===== src/rtl/seg7_scan_driver_pkg.sv =====
// Shared constants and types for the seven-segment scan driver: hex font,
// "all off" pin levels and the frame buffer record.
package seg7_pkg;

   localparam logic [7:0] SEG_OFF = 8'hFF;
   localparam logic [7:0] AN_OFF  = 8'hFF;

   // gfedcba, active-high; element n is the glyph for hex digit n.
   localparam logic [15:0][6:0] HEX_FONT = {
      7'h71, 7'h79, 7'h5E, 7'h39, 7'h7C, 7'h77, 7'h6F, 7'h7F,
      7'h07, 7'h7D, 7'h6D, 7'h66, 7'h4F, 7'h5B, 7'h06, 7'h3F
   };

   typedef struct packed {
      logic [31:0] data;
      logic [7:0]  dp;
      logic [7:0]  en;
   } frame_t;

endpackage


===== src/rtl/seg7_scan_driver_if.sv =====
// CPU-side load port and display pins of the seven-segment scan driver.
interface seg7_scan_driver_if;

   logic        load;
   logic [31:0] data;
   logic [7:0]  dp;
   logic [7:0]  digit_en;
   logic [7:0]  seg_an;
   logic [7:0]  seg_cat;
   logic        frame_done;

   modport master (
      output load, data, dp, digit_en,
      input  seg_an, seg_cat, frame_done
   );

   modport slave (
      input  load, data, dp, digit_en,
      output seg_an, seg_cat, frame_done
   );

endinterface


===== src/rtl/seg7_scan_driver_hex_to_seg7.sv =====
// Combinational hex nibble to gfedcba segment decoder (active-high segments).
module hex_to_seg7
   import seg7_pkg::*;
(
   input  logic [3:0] nibble,
   output logic [6:0] seg
);

   assign seg = HEX_FONT[nibble];

endmodule


===== src/rtl/seg7_scan_driver.sv =====
// Multiplexed 8-digit seven-segment scanner with inter-digit blanking and
// frame-synchronous double buffering. Optional: SEG7_LEADING_ZERO_BLANK_EN.
module seg7_scan_driver
   import seg7_pkg::*;
#(
   parameter int SCAN_DIV     = 100_000,
   parameter int BLANK_CYCLES = 1_000,
   parameter int NUM_DIGITS   = 8
) (
   input  logic                clk,
   input  logic                rst,
   seg7_scan_driver_if.slave   bus
);

   localparam int          CNT_W    = $clog2(SCAN_DIV);
   localparam logic [CNT_W-1:0] LAST_CNT  = CNT_W'(SCAN_DIV - 1);
   localparam logic [CNT_W-1:0] BLANK_END = CNT_W'(BLANK_CYCLES);
   localparam logic [2:0]  LAST_IDX = 3'(NUM_DIGITS - 1);

   logic [CNT_W-1:0] slot_cnt;
   logic [2:0]       idx;
   logic             pending;
   frame_t           shadow;
   frame_t           disp;
   frame_t           load_val;

   logic [7:0] seg_an_q;
   logic [7:0] seg_cat_q;
   logic       frame_done_q;

   logic       frame_wrap;
   logic       blank;
   logic       show;
   logic [3:0] cur_nibble;
   logic [6:0] cur_font;
   logic [7:0] an_sel;
   logic [7:0] lz_dark;

   assign load_val   = '{data: bus.data, dp: bus.dp, en: bus.digit_en};
   assign frame_wrap = (slot_cnt == LAST_CNT) && (idx == LAST_IDX);
   assign blank      = (slot_cnt < BLANK_END);
   assign cur_nibble = disp.data[{idx, 2'b00} +: 4];
   assign an_sel     = ~(8'b1 << idx);
   assign show       = !blank && disp.en[idx] && !lz_dark[idx];

   hex_to_seg7 u_font (
      .nibble (cur_nibble),
      .seg    (cur_font)
   );

`ifdef SEG7_LEADING_ZERO_BLANK_EN
   // Walk from the top digit down; a digit is a leading zero when it and every
   // enabled digit above it hold 0. Digit 0 is never blanked.
   always_comb begin
      logic zero_above;
      // NOTE: every variable gets a default before the loop so no latch is inferred.
      lz_dark    = '0;
      zero_above = 1'b1;
      for (int k = 7; k >= 1; k--) begin
         if (k < NUM_DIGITS) begin
            lz_dark[k] = zero_above && (disp.data[4*k +: 4] == 4'h0);
            zero_above = zero_above && (!disp.en[k] || (disp.data[4*k +: 4] == 4'h0));
         end
      end
   end
`else
   assign lz_dark = '0;
`endif

   // NOTE: all state uses non-blocking assignments so every register samples
   // pre-edge values, independent of statement order.
   always_ff @(posedge clk) begin
      if (rst) begin
         slot_cnt     <= '0;
         idx          <= '0;
         pending      <= 1'b0;
         shadow       <= '0;
         disp         <= '0;
         seg_an_q     <= AN_OFF;
         seg_cat_q    <= SEG_OFF;
         frame_done_q <= 1'b0;
      end else begin
         frame_done_q <= 1'b0;
         if (slot_cnt == LAST_CNT) begin
            slot_cnt <= '0;
            if (idx == LAST_IDX) begin
               idx          <= '0;
               frame_done_q <= 1'b1;
            end else begin
               idx <= idx + 3'd1;
            end
         end else begin
            slot_cnt <= slot_cnt + 1'b1;
         end

         // Display only changes at the frame boundary; a load landing exactly
         // on the boundary bypasses the shadow so it is never a frame late.
         if (bus.load) begin
            shadow <= load_val;
         end
         if (frame_wrap) begin
            pending <= 1'b0;
            if (bus.load) begin
               disp <= load_val;
            end else if (pending) begin
               disp <= shadow;
            end
         end else if (bus.load) begin
            pending <= 1'b1;
         end

         seg_an_q  <= show  ? an_sel  : AN_OFF;
         seg_cat_q <= blank ? SEG_OFF : ~{disp.dp[idx], cur_font};
      end
   end

   assign bus.seg_an     = seg_an_q;
   assign bus.seg_cat    = seg_cat_q;
   assign bus.frame_done = frame_done_q;

endmodule

===== src/flat_wrapper.sv =====
// flat-port wrapper written by rule: the top's interface ports become plain ports
module seg7_scan_driver_flat import seg7_pkg::*;
#(
   parameter int SCAN_DIV     = 100_000,
   parameter int BLANK_CYCLES = 1_000,
   parameter int NUM_DIGITS   = 8
)
  (clk, rst, bus_load, bus_data, bus_dp, bus_digit_en, bus_seg_an, bus_seg_cat, bus_frame_done);
  seg7_scan_driver_if bus_i ();
  input  logic clk;
  input  logic rst;
  input wire logic [$bits(bus_i.load)-1:0] bus_load;
  input wire logic [$bits(bus_i.data)-1:0] bus_data;
  input wire logic [$bits(bus_i.dp)-1:0] bus_dp;
  input wire logic [$bits(bus_i.digit_en)-1:0] bus_digit_en;
  output wire logic [$bits(bus_i.seg_an)-1:0] bus_seg_an;
  output wire logic [$bits(bus_i.seg_cat)-1:0] bus_seg_cat;
  output wire logic [$bits(bus_i.frame_done)-1:0] bus_frame_done;
  assign bus_i.load = bus_load;
  assign bus_i.data = bus_data;
  assign bus_i.dp = bus_dp;
  assign bus_i.digit_en = bus_digit_en;
  assign bus_seg_an = bus_i.seg_an;
  assign bus_seg_cat = bus_i.seg_cat;
  assign bus_frame_done = bus_i.frame_done;
  seg7_scan_driver #(.SCAN_DIV(SCAN_DIV), .BLANK_CYCLES(BLANK_CYCLES), .NUM_DIGITS(NUM_DIGITS)) u_core (.clk(clk), .rst(rst), .bus(bus_i));
endmodule

===== config.mk =====
export PLATFORM = sky130hd
export DESIGN_NAME = seg7_scan_driver_flat
export DESIGN_NICKNAME = d
export VERILOG_FILES = /design/src/rtl/seg7_scan_driver_pkg.sv /design/src/rtl/seg7_scan_driver_if.sv /design/src/rtl/seg7_scan_driver_hex_to_seg7.sv /design/src/rtl/seg7_scan_driver.sv /design/src/flat_wrapper.sv
export SDC_FILE = /design/constraint.sdc
export NUM_CORES = 1
export LEC_CHECK = 0
export CAP_MARGIN = 30
export CORE_ASPECT_RATIO = 0.9
export CORE_MARGIN = 3
export CORE_UTILIZATION = 35
export DETAILED_ROUTE_END_ITERATION = 16
export SETUP_SLACK_MARGIN = 0.02
export SLEW_MARGIN = 20
export SYNTH_ARGS = -nofsm -noshare
export SYNTH_HDL_FRONTEND = slang
export SYNTH_SLANG_ARGS = --single-unit

===== constraint.sdc =====
create_clock -name clk -period 4.9 [get_ports clk]
set_input_delay 1.47 -clock clk [delete_from_list [all_inputs] [get_ports clk]]
set_output_delay 1.47 -clock clk [all_outputs]
set_load 0.005 [all_outputs]

==> results.yml <==
critical_path:
  worstPathRequired_ns: 5.15
  worst_path_largest_cell_delay_ns: 0.55
  r2r-start: "u_core.idx[0]"
  cpMaxStageDelayCell: "mux4_2"
  start_kind: "flip-flop"
  cp_max_fo: 16
  worstSetupEndpointType: "flip-flop"
  path_cells: "buf_4, mux4_2, mux2i_1, inv_1, ha_1, a2111oi_0, a41oi_1"
  endpoint: "u_core.bus.seg_cat[3]"
  startpoint: "u_core.idx[0]"
  reg2reg_slack_ns: 1.99
  arrival_ns: 3.16
  regToRegEndpoint: "u_core.bus.seg_cat[3]"
  r2r_cells: 7
  path_class: "flip-flop to flip-flop"
sta:
  hold_viol: 0
  fin_setup_tns_ns: 0
  skew_ns: 0.009191
  slew_viol_final: 0
  setup_slack_ns: 1.990
  tightest_slew_ns: 0.8019
  post-route-period-util: 0.5938
  clock.fmax_mhz: 343.7
  max_slew_margin: 0.4647
  rsz0062_at_grt: "false"
  period_minus_slack_ns: 2.910
  finalSetupViolations: 0
synthesis:
  synth_seq_cells: 134
  postSynthCellCount: 584
  postSynth.asyncResetShare: 0
  synth_edf_count: 0
  ys_warn_count: 0
  ys_seq_area_frac: 0.4834
  synth_nets: 648
  syn_area_um2: 5549
  ys_types: 47
  syn_area_per_cell_um2: 9.502
  synth_flop_cell: "dfxtp_1"
clock_network:
  insertion_delay_ns: 0.41
  hold_buffers: 0
  post_cts_resized: 0
  clk_path_buf_depth: 2
  numCtsBuffers: 17
  postCtsSetupBuffers: 0
  clk_transition_reported_paths_ns: 0.05
  clock-sinks: 134
  htree_levels: 4
  cts_tree: "built"
  root_buffer: "clkbuf_16"
placement:
  dp_worst_setup_slack_ns: 1.768
  dp_hpwl_mm: 8.056
  dp_cells: 819
  dpl-instance-area_um2: 6322
  portBuffers: 67
  gp_congestion: 0.8264
cells_and_area:
  stdcell_area_um2: 6975
  drive_gt1_frac: 0.09692
  diodes: 0
  final_cell_mix: "134 x dfxtp_1, 80 x nand2_1, 65 x clkdlybuf4s50_1"
  num-fill-cells: 1495
  instances_no_fill: 852
  area_growth_syn_to_layout_pct: 25.70
  final_common_cell: "dfxtp_1"
  final_nets: 701
outcome:
  status: "finished, final reports clean"
floorplan:
  design.die.area_um2: 17400
  io_pins: 68
  die_w_um: 138.7
  start_util: 0.3581
  design.core.area_um2: 15490
  die_y_um: 125.5
  rows: 43
route:
  num_vias: 4189
  drt_iter0_markers: 369
  ant_nets: 0
  firstDrtPassIters: 6
  routed_wl_mm: 12.03
  wl_per_cell_um: 14.12
  viasPerCell: 4.917
  drc: 0
global_route:
  grt_start_max_net_pins: 102
  grt_pass1_wl_mm: 20.18
  track_usage: 0.1429
  grt_pass1_vias: 4143
  antenna_found_initial: 0
  grt-ovfl-total: 0
flow_run:
  maxCapViolCount: 0
worst_hold_path:
  min_path_type: "flip-flop to flip-flop"
pwr:
  ir_drop_uv: 234.3
  total_leakage_power_nw: 2.597
  power_density_nw_per_um2: 370.2
per-layer routing:
layer	routed length (µm)	global-route usage
met5	0	0
met1	6107	0.1998
met4	130	0.04661
met2	5246	0.2107
met3	545	0.04512
worst max-delay path: cells and delay by family (launching register included):
kind                       cells  cell delay, ns
buffers and inverters          2            0.49
adders and majority gates      1            0.28
DFF                            1            0.39
AOI/OAI and AO/OA              2            0.56
muxes                          2            1.02
through the flow:
step / power [mW] / util / hold WS [ns]
after global placement: 1.265 / 0.4080 / 0.4361
after floorplan: 1.211 / - / 0.4284
final: 2.582 / 0.4502 / 0.4487
after detailed placement: 1.269 / 0.4080 / 0.4430
after global routing: 2.673 / 0.4502 / 0.4666
after CTS: 2.611 / 0.4484 / 0.4507
logic make-up (layout without fill, tap and decap cells):
group / count (synthesis) / count (layout) / synth area share
and+or+nand+nor: 232 / 232 / 0.2000
DFF: 134 / 134 / 0.4834
AOI/OAI and AO/OA: 75 / 75 / 0.07712
muxes: 68 / 68 / 0.1479
buffers and inverters: 47 / 113 / 0.03856
xor gates and xnor gates: 15 / 15 / 0.02368
adders and majority gates: 13 / 13 / 0.02931
flip-flops by register name, summed over array words and instances (netlist names):
| name | count |
|---|---|
| u_core.disp | 48 |
| u_core.shadow | 48 |
| u_core.slot_cnt | 17 |
| u_core.bus.seg_an | 8 |
| u_core.bus.seg_cat | 8 |
| u_core.idx | 3 |
| u_core.bus.frame_done | 1 |
| u_core.pending | 1 |
cell usage after synthesis, types with 2 or more instances:
cell      number  area share
and2_1         5      0.0056
ha_1          13       0.029
nor2b_1       10       0.011
buf_1          3      0.0020
or4_4          2      0.0041
xnor2_1        7       0.011
buf_2          6      0.0054
inv_1          7      0.0047
o221ai_1       3      0.0047
a211oi_1       2      0.0027
nand3_1        9      0.0081
mux2i_1       46       0.083
o22ai_1        3      0.0034
mux4_2        10       0.041
xor2_1         8       0.013
a21oi_1       52       0.047
buf_6          4      0.0081
or3_1         40       0.045
nand2b_1       2      0.0023
nand2_1       80       0.054
nor2_1        64       0.043
o21ai_0        5      0.0045
nor3_1         2      0.0018
dfxtp_1      134        0.48
clkbuf_1      26       0.018
and3_1         3      0.0034
mux2_2        12       0.024
nand4_1        6      0.0068
o22a_1         2      0.0032
cell type report:
class / count / area [µm²] / area share
clock buffers: 23 / 478.0 / 0.06852
clock inverters: 9 / 147.6 / 0.02117
inverters: 8 / 30.03 / 0.004305
multi-input cells: 403 / 2656 / 0.3808
flip-flops and latches: 134 / 2683 / 0.3846
well taps: 202 / 252.7 / 0.03623
repair buffers: 73 / 728.2 / 0.1044
where the power goes:
part | switching (mW) | internal, mW | total (mW)
Sequential | 0.00811 | 1.12 | 1.12
Combinational | 0.0551 | 0.0672 | 0.122
Clock | 0.447 | 0.888 | 1.34
worst min-delay path by stage:
stage	from	to	slack [ns]	depth (start not counted)
detailed placement	u_core.disp[40]	u_core.disp[40]	0.44	2
floorplan	u_core.disp[46]	u_core.disp[46]	0.43	2
global placement	u_core.disp[42]	u_core.disp[42]	0.44	2
finish	u_core.disp[47]	u_core.disp[47]	0.45	2
CTS	u_core.disp[47]	u_core.disp[47]	0.45	2
global route	u_core.disp[24]	u_core.disp[24]	0.47	2
No activity file was read; power rests on OpenSTA's default activity.
